===== src/rtl/traffic_phase_scheduler.sv =====
// Two-road traffic light phase sequencer with per-phase second countdowns,
// night blink mode and pedestrian shortening of road-1 green.
module traffic_phase_scheduler #(
    parameter int CNT_W     = 7,
    parameter int MIN_GREEN = 3
) (
    input  logic             clk,
    input  logic             rst,
    input  logic             tick_1s,
    input  logic             night,
    input  logic [CNT_W-1:0] green1_time,
    input  logic [CNT_W-1:0] green2_time,
    input  logic [CNT_W-1:0] yellow_time,
    input  logic             ped_req,
    output logic             ped_pending,
    output logic [5:0]       lights,
    output logic [CNT_W-1:0] remain1,
    output logic [CNT_W-1:0] remain2,
    output logic [2:0]       phase,
    output logic             phase_start
);

    typedef enum logic [2:0] {
        NIGHT = 3'd0,
        G1    = 3'd1,
        Y1    = 3'd2,
        G2    = 3'd3,
        Y2    = 3'd4
    } phase_t;

    localparam logic [CNT_W-1:0] MIN_G = CNT_W'(MIN_GREEN);

    phase_t           phase_q, phase_d;
    logic [CNT_W-1:0] cnt_q, cnt_d;
    logic             blink_q, blink_d;
    logic             ped_q, ped_d;
    logic             start_q, start_d;
    logic             ped_acc;
    logic [CNT_W:0]   sum;
    logic [CNT_W-1:0] sum_sat;

    // A zero duration would never reach the cnt==1 advance point.
    function automatic logic [CNT_W-1:0] load(input logic [CNT_W-1:0] t);
        return (t == '0) ? CNT_W'(1) : t;
    endfunction

    always_ff @(posedge clk) begin
        if (rst) begin
            phase_q <= NIGHT;
            cnt_q   <= '0;
            blink_q <= 1'b1;
            ped_q   <= 1'b0;
            start_q <= 1'b0;
        end else begin
            phase_q <= phase_d;
            cnt_q   <= cnt_d;
            blink_q <= blink_d;
            ped_q   <= ped_d;
            start_q <= start_d;
        end
    end

    assign ped_acc = ped_req && (phase_q inside {G1, Y1, Y2});

    always_comb begin
        phase_d = phase_q;
        cnt_d   = cnt_q;
        blink_d = blink_q;
        ped_d   = ped_q;
        start_d = 1'b0;
        if (phase_q == NIGHT) begin
            if (!night) begin
                phase_d = G1;
                cnt_d   = load(green1_time);
                start_d = 1'b1;
            end else if (tick_1s) begin
                blink_d = ~blink_q;
            end
        end else if (night) begin
            phase_d = NIGHT;
            cnt_d   = '0;
            ped_d   = 1'b0;
            blink_d = 1'b1;
        end else begin
            if (ped_acc)
                ped_d = 1'b1;
            if (tick_1s && cnt_q <= CNT_W'(1)) begin
                start_d = 1'b1;
                unique case (phase_q)
                    G1: begin
                        phase_d = Y1;
                        cnt_d   = load(yellow_time);
                    end
                    Y1: begin
                        phase_d = G2;
                        cnt_d   = load(green2_time);
                        ped_d   = 1'b0;
                    end
                    G2: begin
                        phase_d = Y2;
                        cnt_d   = load(yellow_time);
                    end
                    default: begin
                        phase_d = G1;
                        cnt_d   = load(green1_time);
                    end
                endcase
            end else if (phase_q == G1 && (ped_q || ped_acc)
                         && cnt_q > MIN_G) begin
                // cnt only falls within G1, so this fires at most once.
                cnt_d = MIN_G;
            end else if (tick_1s) begin
                cnt_d = cnt_q - CNT_W'(1);
            end
        end
    end

    assign sum     = {1'b0, cnt_q} + {1'b0, yellow_time};
    assign sum_sat = sum[CNT_W] ? '1 : sum[CNT_W-1:0];

    always_comb begin
        lights  = {1'b0, blink_q, 1'b0, 1'b0, blink_q, 1'b0};
        remain1 = '0;
        remain2 = '0;
        unique case (phase_q)
            G1: begin
                lights  = 6'b001100;
                remain1 = cnt_q;
                remain2 = sum_sat;
            end
            Y1: begin
                lights  = 6'b010100;
                remain1 = cnt_q;
                remain2 = cnt_q;
            end
            G2: begin
                lights  = 6'b100001;
                remain1 = sum_sat;
                remain2 = cnt_q;
            end
            Y2: begin
                lights  = 6'b100010;
                remain1 = cnt_q;
                remain2 = cnt_q;
            end
            default: ;
        endcase
    end

    assign phase       = phase_q;
    assign phase_start = start_q;
    assign ped_pending = ped_q;

endmodule


===== config.mk =====
export PLATFORM = sky130hd
export DESIGN_NAME = traffic_phase_scheduler
export DESIGN_NICKNAME = d
export VERILOG_FILES = /design/src/rtl/traffic_phase_scheduler.sv
export SDC_FILE = /design/constraint.sdc
export NUM_CORES = 1
export LEC_CHECK = 0
export BUFFER_PORTS_ARGS = -buffer_cell sky130_fd_sc_hd__buf_2
export CAP_MARGIN = 40
export CORE_UTILIZATION = 58
export CTS_CLUSTER_SIZE = 10
export DETAILED_ROUTE_END_ITERATION = 10
export PLACE_DENSITY_LB_ADDON = 0.05
export SLEW_MARGIN = 10
export SYNTH_ARGS = -nofsm -noshare
export SYNTH_HDL_FRONTEND = slang
export SYNTH_SLANG_ARGS = --single-unit

===== constraint.sdc =====
create_clock -name clk -period 4.2 [get_ports clk]
set_input_delay 0.63 -clock clk [delete_from_list [all_inputs] [get_ports clk]]
set_output_delay 0.63 -clock clk [all_outputs]
set_load 0.02 [all_outputs]

==> impl_metrics.toml, run 1 <==
[yosys]
synth.top_cell.area_share_pct = 13.9
yosys-top-cells-area = "dfxtp_1 14%, ha_1 6.7%, nand2_1 5.2%"
syn_nets = 290
ys_seq_area_share_pct = 13.9
synth_edf_count = 0
synthCells = 253
syn_avg_cell_area_um2 = 7.42
syn_area_mm2 = 0.00188
synth_top_area_cell = "dfxtp_1"
synth_ff_type = "dfxtp_1"
synth.distinct_cells = 63
ys.warnings.count = 0
yosys_register_bits = 13
async_reset_ff_share_pct = 0

[power_and_ir_drop]
irDropWorstVdd_uv = 220
p_per_area_mw_per_mm2 = 233
p_leak_nw = 0.887

[clocking]
clock_latency_ps = 290
cts_root_buf = "clkbuf_4"
cts.sink_count = 13
ctsHoldBuffers = 0
cts_tree = "yes"
clockBufferDepth = 2
cts_setup_buffers = 0
h-tree-depth = 1
clk_pin_slew_ps = 90
cts_resized = 0
cts_buffers = 3

[worst_setup_path]
cp_data_required_time_ps = 3570
critPathCaptureType = "output pin"
crit_type = "reg2out"
crit_path_start_kind = "flop"
worst_r2r_path_depth = 6
worstPathMaxFanout = 10
arrival_ps = 2680

[detailed_routing]
routed_via_density = 6.68
first_pass_iters = 5
antenna_left = 0
wirelength_um = 5630
wl_per_cell_um = 16.8
via_count = 2232
drc_errors = 0
drtIter0Drc = 282

[timing]
max_freq_mhz = 302
period_needed_ps = 3310
post-route-period-util_pct = 78.7
finalHoldViolations = 0
rsz0062_at_grt = "false"
worstMarginPinSlew_ps = 933
final_max_slew_viol_count = 0
setup_viol = 0
relSlewSlack_pct = 37.7
fin_skew_ps = 2.67
fin_tns_setup_ps = 0

[grt]
antenna_found_initial = 0
grt_pass1_wl_um = 8940
grt_max_degree = 30
grt.total_usage_pct = 33.8
grt-ovfl-total = 0
grt_pass1_vias = 1845

[job]
cap_violations = 0

[finish]
fin_area_mm2 = 0.00213
mostFrequentLayoutCell = "buf_2"
drive_above_1_share_pct = 23.8
n_fill_cell = 279
layout.nets = 328
final_cell_mix = "50 x buf_2, 26 x nand2_1, 20 x nor2_1, 16 x o21ai_0, 13 x dfxtp_1"
diodes = 0
area.growth.synth_to_final_pct = 13.5

[placement]
place.gp.congestion = 0.919
hpwlAfterDp_um = 4230
placed_area_mm2 = 0.00210
io_buffers = 50

[hold_path]
worstHoldPathCells = 2
hp-class = "in2reg"

[floorplanning]
die_w_um = 58.9
dieArea_mm2 = 0.00347
die_y_um = 58.9
core_area_mm2 = 0.00305
ios = 51
initial_core_util_pct = 61.5
row_count = 20

[outcome]
status = "finished clean"
final timing paths:
path | end | slack [ps] | startpoint
max | remain2[2] | 890 | cnt_q[2]
min | phase_start | 610 | night
max reg2reg | cnt_q[3] | 1630 | cnt_q[1]
min reg2reg | blink_q | 620 | blink_q
Yosys cell counts, drive strengths merged, types with 8 or more instances:
| cell type | number |
|---|---|
| a21oi | 11 |
| buf | 10 |
| clkbuf | 10 |
| dfxtp | 13 |
| ha | 10 |
| nand2 | 26 |
| nand2b | 10 |
| nor2 | 20 |
| nor3 | 8 |
| o21ai | 16 |
| o221ai | 8 |
worst max-delay path, stage by stage, from the launching register on:
cell	delay, ps
dfxtp_1	610
ha_1	310
o21ai_0	150
o21bai_1	300
a21oi_1	130
o31ai_1	530
a221o_1	190
buf_2	160
kinds of logic (layout without fill, tap and decap cells):
logic type | count (synthesis) | after routing | synth area share, %
AND/OR/NAND/NOR | 104 | 104 | 31.8
flip-flops | 13 | 13 | 13.9
buffers and inverters | 27 | 64 | 7.00
adder cells (fa/ha/maj) | 11 | 11 | 7.73
AO/OA/AOI/OAI | 95 | 95 | 38.1
multiplexers | 1 | 1 | 0.533
XOR/XNOR | 2 | 2 | 0.933
per-stage QoR:
step           setup WS, ps  util (%)  hold slack [ps]  cells  power (mW)
6_report                894      69.8              612    334       0.497
5_1_grt                 671      69.8              625    334       0.526
3_5_place_dp           1030      68.9              592    330       0.408
3_3_place_gp           1060      68.6              576    329       0.403
2_1_floorplan          1340         -              505    253       0.342
4_1_cts                 934      69.8              609    334       0.491
flip-flops by register name, indices dropped and copies added, names as in the netlist:
register     count
blink_q          1
cnt_q            7
phase_start      1
ped_pending      1
phase            3
final cells by class:
class | instances | area [um2] | share of cell area [%]
repair buffers | 53 | 277 | 13.0
multi-input cells | 213 | 1490 | 69.8
clock buffers | 4 | 26.3 | 1.23
well taps | 44 | 55.1 | 2.58
inverters | 7 | 26.3 | 1.23
flip-flops and latches | 13 | 260 | 12.2
power by group:
| part | total (mW) | internal, mW | switching [mW] | leakage, nW |
|---|---|---|---|---|
| registers | 0.160 | 0.133 | 0.0274 | 0.107 |
| clock network | 0.0852 | 0.0371 | 0.0481 | 0.0150 |
| logic | 0.251 | 0.101 | 0.151 | 0.765 |
| total | 0.497 | 0.271 | 0.226 | 0.887 |
layer usage:
metal  vias to the layer above  share of wire (%)  wire length, um  GRT usage, %
li1                       1070                  -                -             -
met1                      1022                 43             2440          47.8
met2                       127                 47             2620          52.3
met3                        13                8.1              457          3.96
met4                         0                2.0              111          13.3
met5                         -                  0                0             0
Note: power is estimated with default switching activity, not from simulation.
==> run 2, diff against run 1 <==
--- a/config.mk
+++ b/config.mk
@@ -7,7 +7,7 @@
 export LEC_CHECK = 0
 export BUFFER_PORTS_ARGS = -buffer_cell sky130_fd_sc_hd__buf_2
 export CAP_MARGIN = 40
-export CORE_UTILIZATION = 58
+export CORE_UTILIZATION = 48
 export CTS_CLUSTER_SIZE = 10
 export DETAILED_ROUTE_END_ITERATION = 10
 export PLACE_DENSITY_LB_ADDON = 0.05
==> constraint.sdc (replaced) <==
create_clock -name clk -period 2.95 [get_ports clk]
set_input_delay 0.4425 -clock clk [delete_from_list [all_inputs] [get_ports clk]]
set_output_delay 0.4425 -clock clk [all_outputs]
set_load 0.02 [all_outputs]
==> run 2 against run 1 <==
  * Sequential share of layout area decreased by 0.70 points
  * Count of clock-buffer cells in the layout unchanged
  * Critical path depth rose by 1
  * First-iteration DRC count is 23% lower
  * Sequential cell count unchanged
  * Sequential power is 28% higher
  * Via count rose by 1.3%
  * Core utilization decreased by 9.0 points
  * Worst hold slack worse by 130 ps
  * Clock power increased by 89%
  * Register-to-register slack got worse by 990 ps
  * Critical endpoint is now remain2[6]
  * Largest cell class unchanged
  * Largest power group unchanged
==> impl_metrics.toml, run 2 (synthesized netlist as in run 1, its figures left out) <==
[clocking]
clk_pin_slew_ps = 60
h-tree-depth = 1
cts_resized = 0
cts_setup_buffers = 0
cts.sink_count = 13
cts_buffers = 3
clock_latency_ps = 240
ctsHoldBuffers = 0
cts_root_buf = "clkbuf_8"
cts_tree = "yes"
clockBufferDepth = 2

[hold_path]
hp-class = "in2reg"

[timing]
post-route-period-util_pct = 94.1
setup_viol = 0
finalHoldViolations = 0
period_needed_ps = 2780
max_freq_mhz = 360
fin_skew_ps = 0.985
rsz0062_at_grt = "false"
relSlewSlack_pct = 63.7
worstMarginPinSlew_ps = 545
fin_tns_setup_ps = 0
final_max_slew_viol_count = 0
setup_ws_ps = 174

[power_and_ir_drop]
p_per_area_mw_per_mm2 = 342
p_leak_nw = 0.966
irDropWorstVdd_uv = 248

[detailed_routing]
routed_via_density = 6.43
drtIter0Drc = 216
via_count = 2262
antenna_left = 0
first_pass_iters = 7
wl_per_cell_um = 16.9
drc_errors = 0
wirelength_um = 5960

[worst_setup_path]
worstPathMaxFanout = 3
critPathMaxStageDelay_ps = 410
crit_type = "reg2out"
path_buf_inv = 1
slowest_stage = "fa_1"
critPathCaptureType = "output pin"
arrival_ps = 2330
cp_data_required_time_ps = 2510
r2r_setup_slack_ps = 640
path_cells = "ha_1 -> fa_1 -> a21o_1 -> a31oi_1 -> a211oi_1 -> a211oi_2 -> a22o_1 -> buf_2"
crit_family = "compound AO/OA/AOI/OAI gates"
crit_path_start_kind = "flop"

[grt]
antenna_found_initial = 0
grt-ovfl-total = 0
grt_max_degree = 21
grt_pass1_vias = 2015
grt_pass1_wl_um = 9830
grt.total_usage_pct = 30.1

[finish]
multiInputGateArea_mm2 = 0.00149
ff_latch_area_um2 = 260
mostFrequentLayoutCell = "buf_2"
final_cell_mix = "50 x buf_2, 26 x nand2_1, 20 x nor2_1, 17 x buf_4, 16 x o21ai_0"
drive_above_1_share_pct = 27.6
diodes = 0
n_fill_cell = 376
largest_reg_flops = 7
layout.nets = 342
area.growth.synth_to_final_pct = 20.4
largest-register = "cnt_q"

[placement]
pre_cts_ws_ps = 138
io_buffers = 50
hpwlAfterDp_um = 4780
place.gp.congestion = 0.941

[floorplanning]
dieArea_mm2 = 0.00417
initial_core_util_pct = 50.5
core_area_mm2 = 0.00372
ios = 51
die_w_um = 64.6
die_y_um = 64.6
row_count = 22

[outcome]
status = "finished clean"

[job]
cap_violations = 0
==> run 2: worst paths after layout <==
kind | startpoint | cells after the start | end
min reg2reg | blink_q | 3 | blink_q
max reg2reg | phase[0] | 5 | cnt_q[0]
min | night | 2 | phase[0]
max | cnt_q[0] | 8 | remain2[6]
==> run 2: area by class of cell <==
class / count / share of cell area, %
flip-flops and latches: 13 / 11.5
repair buffers: 67 / 16.7
inverters: 7 / 1.16
multi-input cells: 213 / 66.0
clock buffers: 4 / 1.99
well taps: 48 / 2.66
==> run 2: report_power, final <==
part | internal, mW | switching, mW | leakage [nW]
Clock | 0.0954 | 0.0655 | 0.0228
Combinational | 0.162 | 0.246 | 0.836
Sequential | 0.190 | 0.0157 | 0.107
Total | 0.447 | 0.327 | 0.966
==> run 2: routing by layer <==
layer  vias up  track usage, %  share of wire (%)
met5         -               0                  0
met4         0            6.39               0.99
met3         6            2.46                7.8
met2       107            49.9                 46
met1      1053            42.2                 45
li1       1096               -                  -
==> run 2: through the flow <==
stage	util (%)	instances	total power, mW	hold slack [ps]	instance area, um2
global route	60.8	352	0.831	507	2260
global placement	59.5	348	0.604	584	2210
CTS	60.7	352	0.770	478	2260
finish	60.8	352	0.774	486	2260
detailed placement	59.5	348	0.607	589	2210
floorplan	-	253	0.487	505	1880
